File: src/rtl/gnrl_skid_buf.sv
// Two-entry registered skid buffer for a valid/ready handshake.
// o_vld, i_rdy and o_dat come straight from flops, so no combinational path crosses the buffer.
module gnrl_skid_buf #(
   parameter int DW = 32
) (
   input  logic          clk,
   input  logic          rst,
   input  logic          flush,
   input  logic          i_vld,
   output logic          i_rdy,
   input  logic [DW-1:0] i_dat,
   output logic          o_vld,
   input  logic          o_rdy,
   output logic [DW-1:0] o_dat,
   output logic [1:0]    cnt
);

   typedef enum logic [1:0] {
      EMPTY = 2'd0,
      BUSY  = 2'd1,
      FULL  = 2'd2
   } state_e;

   state_e        state_q, state_d;
   logic [DW-1:0] main_q, main_d;
   logic [DW-1:0] skid_q, skid_d;
   logic          in_fire;
   logic          out_fire;

   assign o_vld    = (state_q != EMPTY);
   assign i_rdy    = (state_q != FULL);
   assign o_dat    = main_q;
   assign in_fire  = i_vld & i_rdy;
   assign out_fire = o_vld & o_rdy;

   always_comb begin
      cnt = 2'd0;
      case (state_q)
         BUSY:    cnt = 2'd1;
         FULL:    cnt = 2'd2;
         default: cnt = 2'd0;
      endcase
   end

   // Flush only redirects the state; the data registers keep whatever they held.
   always_comb begin
      state_d = state_q;
      main_d  = main_q;
      skid_d  = skid_q;
      if (flush) begin
         state_d = EMPTY;
      end else begin
         case (state_q)
            EMPTY: begin
               if (in_fire) begin
                  main_d  = i_dat;
                  state_d = BUSY;
               end
            end
            BUSY: begin
               if (in_fire && out_fire) begin
                  main_d = i_dat;
               end else if (in_fire) begin
                  skid_d  = i_dat;
                  state_d = FULL;
               end else if (out_fire) begin
                  state_d = EMPTY;
               end
            end
            FULL: begin
               if (out_fire) begin
                  main_d  = skid_q;
                  state_d = BUSY;
               end
            end
            default: state_d = EMPTY;
         endcase
      end
   end

   always_ff @(posedge clk or posedge rst) begin
      if (rst) begin
         state_q <= EMPTY;
         main_q  <= '0;
         skid_q  <= '0;
      end else begin
         state_q <= state_d;
         main_q  <= main_d;
         skid_q  <= skid_d;
      end
   end

endmodule

File: config.mk
export PLATFORM = sky130hd
export DESIGN_NAME = gnrl_skid_buf
export DESIGN_NICKNAME = d
export VERILOG_FILES = /design/src/rtl/gnrl_skid_buf.sv
export SDC_FILE = /design/constraint.sdc
export NUM_CORES = 1
export LEC_CHECK = 0
export CORE_MARGIN = 4
export CORE_UTILIZATION = 35
export CTS_CLUSTER_SIZE = 24
export DETAILED_ROUTE_END_ITERATION = 12
export DONT_BUFFER_PORTS = 1
export PLACE_DENSITY = 0.49
export SLEW_MARGIN = 20
export SYNTH_ARGS = -nofsm -noshare
export SYNTH_HDL_FRONTEND = slang
export SYNTH_SLANG_ARGS = --single-unit
File: constraint.sdc
create_clock -name clk -period 2.14 [get_ports clk]
set_clock_uncertainty 0.15 [all_clocks]
set_input_delay 0.214 -clock clk [delete_from_list [all_inputs] [get_ports clk]]
set_output_delay 0.214 -clock clk [all_outputs]
set_load 0.02 [all_outputs]
# Yosys cells after proc, flatten, opt, wreduce, memory -nomap -nowiden
# Index checks and enable logic that the tools add are counted.
[word_totals]
ff_bits = 66
input_bits = 37
output_inout_bits = 36
word_cells = 36
[classes]
n_eq_ne = 10
muxes = 12
n_bitwise = 4
n_reduce_logical = 7
[ops]
columns = ["cell", "count"]
rows = [
  ["$mux W32", 3],
  ["$pmux W32 S3", 1],
  ["$mux W2", 6],
  ["$ne A3 B3 Y1 const B", 3],
  ["$ne A2 B2 Y1 const B", 4],
  ["$reduce_and A4 Y1", 2],
  ["$pmux W2 S3", 1],
  ["$reduce_and A5 Y1", 1],
  ["$ne A4 B4 Y1 const B", 1],
  ["$pmux W2 S2", 1],
  ["$reduce_bool A3 Y1", 1],
  ["$and A1 B1 Y1", 2],
  ["$eq A2 B1 Y1 const B", 1],
  ["$eq A2 B2 Y1 const B", 1],
  ["$logic_not A2 Y1", 1],
  ["$not A1 Y1", 2],
  ["$reduce_bool A2 Y1", 1],
  ["$logic_and A1 B1 Y1", 1],
]

# Logic depth before layout (Yosys ltp)
# Gate-level depths: netlist of the first run.
[depth]
ltp_word = 7
mapped_depth = 5
depth_no_buf = 4

# Least setup slack after synthesis of the first run
# Ideal clock, no wire load.
[synth_timing]
path_kind = "reg-to-reg"
from = "reg state_q[1]"
to = "reg skid_q[10]"
setup_time_ps = 125
arrival_time_ps = 1440
t_required_ps = 1865
path_slack_ps = 425
path_stages_with_launch = 5
n_path_buf = 1
period_less_slack_ps = 1715
path_cell_list = "dfrtp_1 > nor2b_1 > nor3b_4 > buf_6 > mux2_2"
[synth_between]
elab_chain_len = 5
word_cells_on_any_way = 8
[synth_rtl]
columns = ["element", "line", "source"]
rows = [
  ["start, declared", "24", "state_e state_q, state_d;"],
  ["start signal, assigned", "87", "state_q <= state_d;"],
  ["$ne A2 B2 Y1 / $reduce_bool A2 Y1 (equally long branches)", "31, 30", ""],
  ["$and A1 B1 Y1, on equally long branches", "33, 34", ""],
  ["$logic_and A1 B1 Y1", "61", "if (in_fire && out_fire) begin"],
  ["$not A1 Y1 (no source line)", "-", ""],
  ["$reduce_and A4 Y1 (no source line) *", "-", ""],
  ["end signal, assigned", "89", "skid_q <= skid_d;"],
  ["end, declared", "26", "logic [DW-1:0] skid_q, skid_d;"],
]
# Every way passes the cells marked *; elsewhere a longest branch is shown, timed or not.
# A chain may end at the register's enable or synchronous reset.

# Worst setup path after layout of the first run
[layout_timing]
from = "reg state_q[1]"
to = "reg main_q[20] (netlist: o_dat[20])"
[layout_between]
elab_chain_len = 5
word_cells_on_any_way = 14
[layout_rtl]
columns = ["element", "line", "source"]
rows = [
  ["$ne A2 B2 Y1 / $reduce_bool A2 Y1 (equally long branches)", "31, 30", ""],
  ["$and A1 B1 Y1, on equally long branches", "33, 34", ""],
  ["$logic_and A1 B1 Y1", "61", ""],
  ["$ne A2 B2 Y1 (no source line)", "-", ""],
  ["$reduce_and A5 Y1 (no source line)", "-", ""],
  ["end signal, assigned", "88", "main_q <= main_d;"],
  ["end, declared", "25", "logic [DW-1:0] main_q, main_d;"],
]
# Several ways; a longest one is shown, not always the timed one.

==> impl_metrics.tcl, run 1 <==
set metrics [dict create \
    yosysTopAreaCell "dfrtp_1" \
    seqPwrFrac 0.563 \
    synth_top_family_by_area "multiplexers" \
    numCtsBuffers 9 \
    synth_compound_area_frac 0.0118 \
    yosysMostFrequentCell "dfrtp_1" \
    rows 34 \
    synth_seq_cells 66 \
    ys.flop_type "dfrtp_1" \
    multi_input_area_um2 1410 \
    path_delay_family "flip-flops" \
    overflow 0 \
    synth_nets 227 \
    nFillCells 794 \
    cp_slowest_stage_delay_ns 0.46 \
    cts_sinks 66 \
    start_util 0.362 \
    max_slew_margin 0.496 \
    synth-edff-count 0 \
    yosys-mux-area-fraction 0.404 \
    synth_xor_area_frac 0 \
    viasPerCell 4.92 \
    wire_per_inst_um 17.4 \
    globalplace.congestion 0.790 \
    slew_violations 0 \
    cts_max_level 3 \
    grtUsageTotal 0.117 \
    seqCellArea_um2 1650 \
    syn_area_um2 3180 \
    drt-initial-drc-count 27 \
    peakVddDrop_v 0.000361 \
    slowest_stage "dfrtp_1" \
    cts-resized-gates 0 \
    setup-violations-final 0 \
    wl_mm 5.96 \
    swShare 0.289 \
    synth_top_area_share 0.520 \
    clockPowerShare 0.262 \
    dieArea_um2 10700 \
    ys_top_cells_by_area "dfrtp_1, mux2_4, mux2_2, buf_6, nor3b_4" \
    cts_root_buffer "clkbuf_8" \
    synth.avg_cell_area_um2 16.7 \
    crit_chain "nor2b_1, nand2_1, a21oi_4, buf_12, mux2_2" \
    finalCritPeriodShare 0.899 \
    drv_cap 0 \
    grt_pass1_vias 1829 \
    synth_fa_ha_area_frac 0 \
    antenna_found_initial 0 \
    crit_buf_inv 1 \
    cp_max_fo 32 \
    comb_power_share 0.175 \
    p_int_mw 2.42 \
    synth_cell_types 19 \
    worstPathArrival_ns 1.98 \
    drt_first_pass_iters 4 \
    power_density_nw_per_um2 898 \
    tritoncts "done" \
    antenna_cells 0 \
    synthTopCellsByCount "dfrtp_1, mux2_4, mux2_2" \
    min_period_ns 1.92 \
    die_y_um 103 \
    p_sw_mw 0.983 \
    grt_max_degree 36 \
    ant_nets 0 \
    hold_buffers 34 \
    clock.fmax_ghz 0.520 \
    finalSetupTns_ns 0 \
    end_kind "flop" \
    cp-start-kind "flop" \
    yosysSeqAreaShare 0.520 \
    vias 1688 \
    status "finished, final reports clean" \
    design.core.area_um2 8760 \
    critPathKind "reg -> reg" \
    ios 73 \
    tightest_slew_ns 0.755 \
    finalHoldViolCount 0 \
    clk_pin_slew_ns 0.07 \
    async_reset_ff_frac 1.00 \
    die_x_um 103 \
    place_area_um2 3290 \
    cts_buffer_depth 2 \
    final_cell_area_um2 3790 \
    grt_pass1_wl_mm 9.29 \
    syn2layout_area_growth_pct 19.4 \
    nNetsFinal 267 \
    drive_gt1_frac 0.511 \
    total_leakage_power_nw 1.75 \
    dp_hpwl_mm 4.08 \
    clock_latency_ns 0.33 \
    synthCells 190 \
    synth-simple-area-share 0.0260 \
    critical_path_required_ns 2.20 \
    rsz0062_at_grt "no" \
    numPortBuffers 0 \
    post_cts_buffers 0 \
    holdCritPathClass "in -> reg" \
    yosys_warnings 0 \
    drc_errors 0 \
]
==> placed cells by master, fill, tap and decap left out, types with 2 or more instances in the layout <==
cell type and instances:
dfrtp_1 66, mux2_4 54, mux2_2 41, dlygate4sd3_1 34
clkbuf_8 10, buf_12 4, clkbuf_1 3, clkinv_2 3
nand2b_2 2, nor2b_1 2, nand2_1 2, or2_2 2
==> flip-flops by register name, summed over array words and instances (netlist names) <==
register,count
o_dat,32
skid_q,32
state_q,2
==> through the flow <==
step	hold slack, ns	setup WS (ns)	cells	total power [mW]	util
floorplan	0.130	0.121	190	2.36	-
global placement	0.0973	0.325	293	2.44	0.375
detailed placement	0.114	0.252	293	2.49	0.375
CTS	0.0000315	0.231	343	3.46	0.433
global route	0.00228	0.132	343	3.60	0.433
finish	0.0215	0.215	343	3.40	0.433
==> routing by layer <==
metal	vias to the layer above	GRT usage	wire [µm]
li1	751	-	-
met1	880	0.138	2480
met2	48	0.186	2910
met3	9	0.0436	476
met4	0	0.0568	91
met5	-	0	0
==> final cells by class <==
class,instances,area share
Tap cell,108,0.0356
Clock inverter,3,0.00396
Clock buffer,13,0.0393
Inverter,2,0.00198
Multi-Input combinational cell,112,0.371
Timing Repair Buffer,39,0.113
Sequential cell,66,0.435
==> final timing paths <==
check	to	start	slack, ns	cells past startpoint
min in group asynchronous	skid_q[28]	rst	0.33	2
max in group asynchronous	skid_q[9]	rst	0.87	3
max reg2reg	o_dat[20]	state_q[1]	0.22	5
max	o_dat[20]	state_q[1]	0.22	5
min	o_dat[17]	i_dat[17]	0.02	2
min reg2reg	skid_q[10]	skid_q[10]	0.36	1
==> power groups by stage <==
stage / logic, mW / clock network [mW] / registers (mW)
2_1_floorplan: 0.491 / 0 / 1.86
3_3_place_gp: 0.522 / 0 / 1.92
3_5_place_dp: 0.548 / 0 / 1.94
4_1_cts: 0.607 / 0.934 / 1.92
5_1_grt: 0.649 / 0.994 / 1.95
6_report: 0.595 / 0.893 / 1.92
==> cell families (layout without fill, tap and decap cells) <==
| logic type | Yosys count | count (layout) |
|---|---|---|
| mux | 96 | 96 |
| flops | 66 | 66 |
| simple gates | 12 | 12 |
| buf+inv | 12 | 57 |
| compound gates | 4 | 4 |
No activity file was read; power rests on OpenSTA's default activity.
==> inputs of run 2 (changes only) <==
--- a/config.mk
+++ b/config.mk
@@ -10,7 +10,6 @@
 export CTS_CLUSTER_SIZE = 24
 export DETAILED_ROUTE_END_ITERATION = 12
 export DONT_BUFFER_PORTS = 1
-export PLACE_DENSITY = 0.49
 export SLEW_MARGIN = 20
 export SYNTH_ARGS = -nofsm -noshare
 export SYNTH_HDL_FRONTEND = slang
==> constraint.sdc (replaced) <==
create_clock -name clk -period 1.82 [get_ports clk]
set_clock_uncertainty 0.15 [all_clocks]
set_input_delay 0.182 -clock clk [delete_from_list [all_inputs] [get_ports clk]]
set_output_delay 0.182 -clock clk [all_outputs]
set_load 0.02 [all_outputs]
==> run 2 against run 1 <==
Effect of this change:
- sequential cell count unchanged
- global-route usage shrank 0.66 points
- routed wire length is 6.4% lower
- clock-buffer cell count decreased by 1
- first-iteration DRC count did not move
- register-to-register slack got worse by 0.16 ns
- critical path depth stayed put
- largest power group unchanged
- maximum frequency rose by 9.2%
- final cell count grew 1.5%
- combinational power is 20% higher
- highest routed layer unchanged
- sequential power up 16%
- cell area rose by 2.9%
==> impl_metrics.tcl, run 2 (same netlist as run 1, synthesis figures left out) <==
set metrics [dict create \
    drt-initial-drc-count 27 \
    worstPathArrival_ns 1.82 \
    design.core.area_um2 8760 \
    seqCellArea_um2 1650 \
    cp_slowest_stage_delay_ns 0.42 \
    die_y_um 103 \
    tritoncts "done" \
    total_leakage_power_nw 1.81 \
    clock.fmax_ghz 0.567 \
    cts_sinks 66 \
    critPathKind "reg -> reg" \
    slew_violations 0 \
    critical_path_required_ns 1.88 \
    nNetsFinal 273 \
    nFillCells 786 \
    setup-violations-final 0 \
    post_cts_buffers 0 \
    most-common-layout-cells "dfrtp_1, mux2_4, mux2_2" \
    ios 73 \
    place_worst_setup_slack_ns 0.0532 \
    grt_max_degree 67 \
    multi_input_area_um2 1410 \
    grtUsageTotal 0.110 \
    vias 1654 \
    end_kind "flop" \
    rsz0062_at_grt "no" \
    tightest_slew_ns 0.431 \
    grt_pass1_vias 1752 \
    cp_common_cell "mux2_4" \
    drive_gt1_frac 0.529 \
    status "finished, final reports clean" \
    cts_buffer_depth 2 \
    syn2layout_area_growth_pct 22.9 \
    grt_pass1_wl_mm 8.78 \
    finalHoldViolCount 0 \
    cts_max_level 3 \
    numCtsBuffers 9 \
    max_slew_margin 0.712 \
    overflow 0 \
    power_density_nw_per_um2 1030 \
    finalCritPeriodShare 0.969 \
    dp_hpwl_mm 3.58 \
    wl_mm 5.58 \
    cp_max_fo 20 \
    viasPerCell 4.75 \
    finalSetupTns_ns 0 \
    finalWorstSetupSlack_ns 0.0571 \
    holdCritPathClass "in -> reg" \
    mostFrequentLayoutCell "dfrtp_1" \
    antenna_cells 0 \
    clock_latency_ns 0.32 \
    drv_cap 0 \
    slowest_stage "dfrtp_1" \
    antenna_found_initial 0 \
    dieArea_um2 10700 \
    min_period_ns 1.76 \
    numPortBuffers 0 \
    drt_first_pass_iters 3 \
    start_util 0.362 \
    cts_root_buffer "clkbuf_8" \
    path_delay_family "multiplexers" \
    cp-start-kind "flop" \
    wire_per_inst_um 16.0 \
    drc_errors 0 \
    clk_pin_slew_ns 0.07 \
    rows 34 \
    peakVddDrop_v 0.000527 \
    crit_buf_inv 2 \
    crit_chain "buf_4, nand2b_4, buf_12, mux2_4, mux2_4" \
    die_x_um 103 \
    ant_nets 0 \
    globalplace.congestion 0.741 \
]
run 2: cell count changes in the layout (fill, tap and decap cells not counted):
cell / previous run / this run
inv_2: 1 / 0
nor2b_1: 2 / 1
buf_4: 1 / 2
clkbuf_1: 3 / 1
clkinvlp_4: 0 / 1
clkbuf_16: 0 / 1
clkbuf_8: 10 / 11
nand2b_2: 2 / 1
nor2b_2: 0 / 1
buf_12: 4 / 6
dfrtp_2: 0 / 1
dfrtp_1: 66 / 65
nand2b_4: 0 / 1
dlygate4sd3_1: 34 / 36
run 2: power by group:
group / total, mW / internal (mW) / switching (mW)
Sequential: 2.23 / 1.83 / 0.406
Clock: 1.07 / 0.555 / 0.515
Combinational: 0.712 / 0.509 / 0.204
Total: 4.02 / 2.89 / 1.12
run 2: through the flow:
step            util  power (mW)  hold WS [ns]  cell area (µm²)  cells
5_1_grt        0.445        4.27        0.0678             3900    348
6_report       0.445        4.02        0.0975             3900    348
4_1_cts        0.442        4.09        0.0714             3870    347
3_5_place_dp   0.381        2.91        0.0302             3340    296
3_3_place_gp   0.381        2.88        0.0287             3340    296
2_1_floorplan      -        2.77        0.0978             3180    190
run 2: timing repair:
| action | 4_1_cts | 5_1_grt |
|---|---|---|
| hold endpoints to repair | 132 | 0 |
| hold buffers | 36 | 0 |
| endpoints found under the setup margin | 0 | 55 |
| gates resized for setup | 0 | 3 |
run 2: final timing paths:
kind                                 start          to  slack, ns  depth (start not counted)
worst max-delay path            state_q[1]   o_dat[10]       0.06                          5
worst min-delay path                 flush   o_dat[23]        0.1                          3
worst max register to register  state_q[1]   o_dat[10]       0.06                          5
worst min register to register  skid_q[16]  skid_q[16]       0.36                          1
max in group asynchronous              rst  state_q[0]       0.96                          3
min in group asynchronous              rst  skid_q[18]       0.28                          3
run 2: routing by layer:
metal  GRT usage  vias to the layer above  part of all wire
li1            -                      764                 -
met4      0.0418                        0             0.014
met5           0                        -                 0
met2       0.176                       44              0.49
met1       0.131                      839              0.43
met3      0.0483                        7             0.062
run 2: cell type report:
class	instances	area share
Sequential cell	66	0.423
Tap cell	108	0.0346
Timing Repair Buffer	45	0.133
Multi-Input combinational cell	112	0.362
Clock inverter	3	0.00385
Clock buffer	12	0.0397
Inverter	2	0.00288
run 2: worst min-delay path: stages:
cell and delay (ns):
a21oi_4 0.03, buf_12 0.14, mux2_4 0.19
==> inputs of run 3 (changes only) <==
--- a/config.mk
+++ b/config.mk
@@ -5,11 +5,12 @@
 export SDC_FILE = /design/constraint.sdc
 export NUM_CORES = 1
 export LEC_CHECK = 0
+export BUFFER_PORTS_ARGS = -buffer_cell sky130_fd_sc_hd__buf_2
 export CORE_MARGIN = 4
 export CORE_UTILIZATION = 35
 export CTS_CLUSTER_SIZE = 24
 export DETAILED_ROUTE_END_ITERATION = 12
-export DONT_BUFFER_PORTS = 1
+export PLACE_DENSITY = 0.66
 export SLEW_MARGIN = 20
 export SYNTH_ARGS = -nofsm -noshare
 export SYNTH_HDL_FRONTEND = slang
==> run 3 against run 2 <==
Effect of this change:
- die area stayed put
- maximum frequency fell by 0.32%
- register-to-register slack about the same
- cell area up 8.4%
- worst setup slack got worse by 0.0057 ns
- sequential power down 9.9%
- core utilization rose by 3.7 points
- routed wire length up 16%
- total power rose by 5.7%
- sequential share of layout area down 3.3 points
- critical endpoint is now o_dat[21]
- largest power group unchanged
==> impl_metrics.tcl, run 3 (same netlist as run 1, synthesis figures left out) <==
set metrics [dict create \
    tightest_slew_ns 0.545 \
    die_x_um 103 \
    clockPowerShare 0.263 \
    seqPwrFrac 0.474 \
    setup-violations-final 0 \
    grt_max_degree 43 \
    cp-start-kind "flop" \
    p_int_mw 2.96 \
    start_util 0.362 \
    drv_cap 0 \
    ant_nets 0 \
    cts_sinks 66 \
    finalWorstSetupSlack_ns 0.0514 \
    design.core.area_um2 8760 \
    syn2layout_area_growth_pct 33.2 \
    clock_latency_ns 0.34 \
    p_sw_mw 1.28 \
    grtUsageTotal 0.129 \
    swShare 0.302 \
    overflow 0 \
    power_mw 4.25 \
    rsz0062_at_grt "no" \
    most-common-layout-cells "buf_2, dfrtp_1, mux2_4" \
    clk_pin_slew_ns 0.07 \
    grt_pass1_vias 2037 \
    r2r_slack_ns 0.05 \
    power_density_nw_per_um2 1000 \
    slowest_stage "dfrtp_1" \
    critPathKind "reg -> reg" \
    seqCellArea_um2 1650 \
    cts_max_level 3 \
    grt_pass1_wl_mm 10.3 \
    peakVddDrop_v 0.000474 \
    die_y_um 103 \
    dp_hpwl_mm 4.22 \
    nFillCells 781 \
    min_period_ns 1.77 \
    wl_mm 6.49 \
    dieArea_um2 10700 \
    max_slew_margin 0.637 \
    worstPathArrival_ns 1.84 \
    nNetsFinal 346 \
    end_kind "flop" \
    final_cell_area_um2 4230 \
    finalNonFillerCells 422 \
    place_worst_setup_slack_ns 0.0795 \
    status "finished, final reports clean" \
    drc_errors 0 \
    total_leakage_power_nw 2.07 \
    wire_per_inst_um 15.4 \
    slew_violations 0 \
    dp.cells 371 \
    multi_input_area_um2 1410 \
    numCtsBuffers 9 \
    ios 73 \
    holdCritPathClass "in -> reg" \
    comb_power_share 0.262 \
    post_cts_buffers 0 \
    finalSetupTns_ns 0 \
    cts_buffer_depth 2 \
    antenna_cells 0 \
    antenna_found_initial 0 \
    vias 1917 \
    hold_ws_ns 0.106 \
    final_util 0.483 \
    tritoncts "done" \
    finalHoldViolCount 0 \
    crit_chain "nand3b_1, a21oi_4, buf_12, mux2_2" \
    cp_slowest_stage_delay_ns 0.45 \
    globalplace.congestion 0.704 \
    viasPerCell 4.54 \
    numPortBuffers 72 \
    place_area_um2 3670 \
    cts_root_buffer "clkbuf_8" \
    cp_max_fo 12 \
    drt_first_pass_iters 4 \
    mostFrequentLayoutCell "buf_2" \
    rows 34 \
    drt-initial-drc-count 64 \
    finalCritPeriodShare 0.972 \
    drive_gt1_frac 0.646 \
    critical_path_required_ns 1.89 \
    clock.fmax_ghz 0.565 \
]
-- run 3: cell types whose count changed in the layout (fill, tap and decap cells not counted), moves of 2 or more --
| cell | before | now |
|---|---|---|
| clkinv_2 | 3 | 1 |
| buf_12 | 6 | 2 |
| clkinvlp_4 | 1 | 4 |
| buf_4 | 2 | 7 |
| dlygate4sd3_1 | 36 | 34 |
| clkbuf_8 | 11 | 9 |
| buf_2 | 0 | 72 |
| buf_6 | 0 | 2 |
| inv_6 | 0 | 2 |
-- run 3: power groups by stage --
stage          logic (mW)  registers [mW]  clock network, mW
2_1_floorplan       0.578            2.19                  0
3_3_place_gp         1.04            2.03                  0
3_5_place_dp         1.06            2.04                  0
4_1_cts              1.12            2.02               1.16
5_1_grt              1.20            2.06               1.24
6_report             1.11            2.01               1.12
-- run 3: worst paths after layout --
path / from / end / cells past startpoint
setup reg to reg: state_q[0] / o_dat[21] / 4
hold / removal: i_vld / state_q[0] / 4
max in group asynchronous: rst / o_dat[12] / 4
setup / recovery: state_q[0] / o_dat[21] / 4
hold reg to reg: o_dat[17] / o_dat[17] / 1
min in group asynchronous: rst / o_dat[3] / 4
-- run 3: area by class of cell --
cell class	instances	share of cell area
timing repair buffer	118	0.199
clock inverter	7	0.0127
multi-input combinational	112	0.334
tap	108	0.0319
sequential	66	0.390
clock buffer	9	0.0293
inverter	2	0.00266
-- run 3: repair_timing --
item / in CTS / in global routing
endpoints found under the hold margin: 99 / 0
endpoints found under the setup margin: 0 / 7
gates resized for setup: 0 / 4
hold buffers: 34 / 0
-- run 3: critical path: cells and delay by family, from the launching register on --
kind	cells	cell delay (ns)
buf+inv	1	0.20
simple gates	1	0.25
flops	1	0.45
mux	1	0.34
compound gates	1	0.27
-- run 3: routing by layer --
metal	vias to the layer above	wire [µm]	track usage
met4	0	123	0.0598
li1	915	-	-
met3	9	287	0.0315
met2	43	3170	0.215
met1	950	2910	0.158
met5	-	0	0
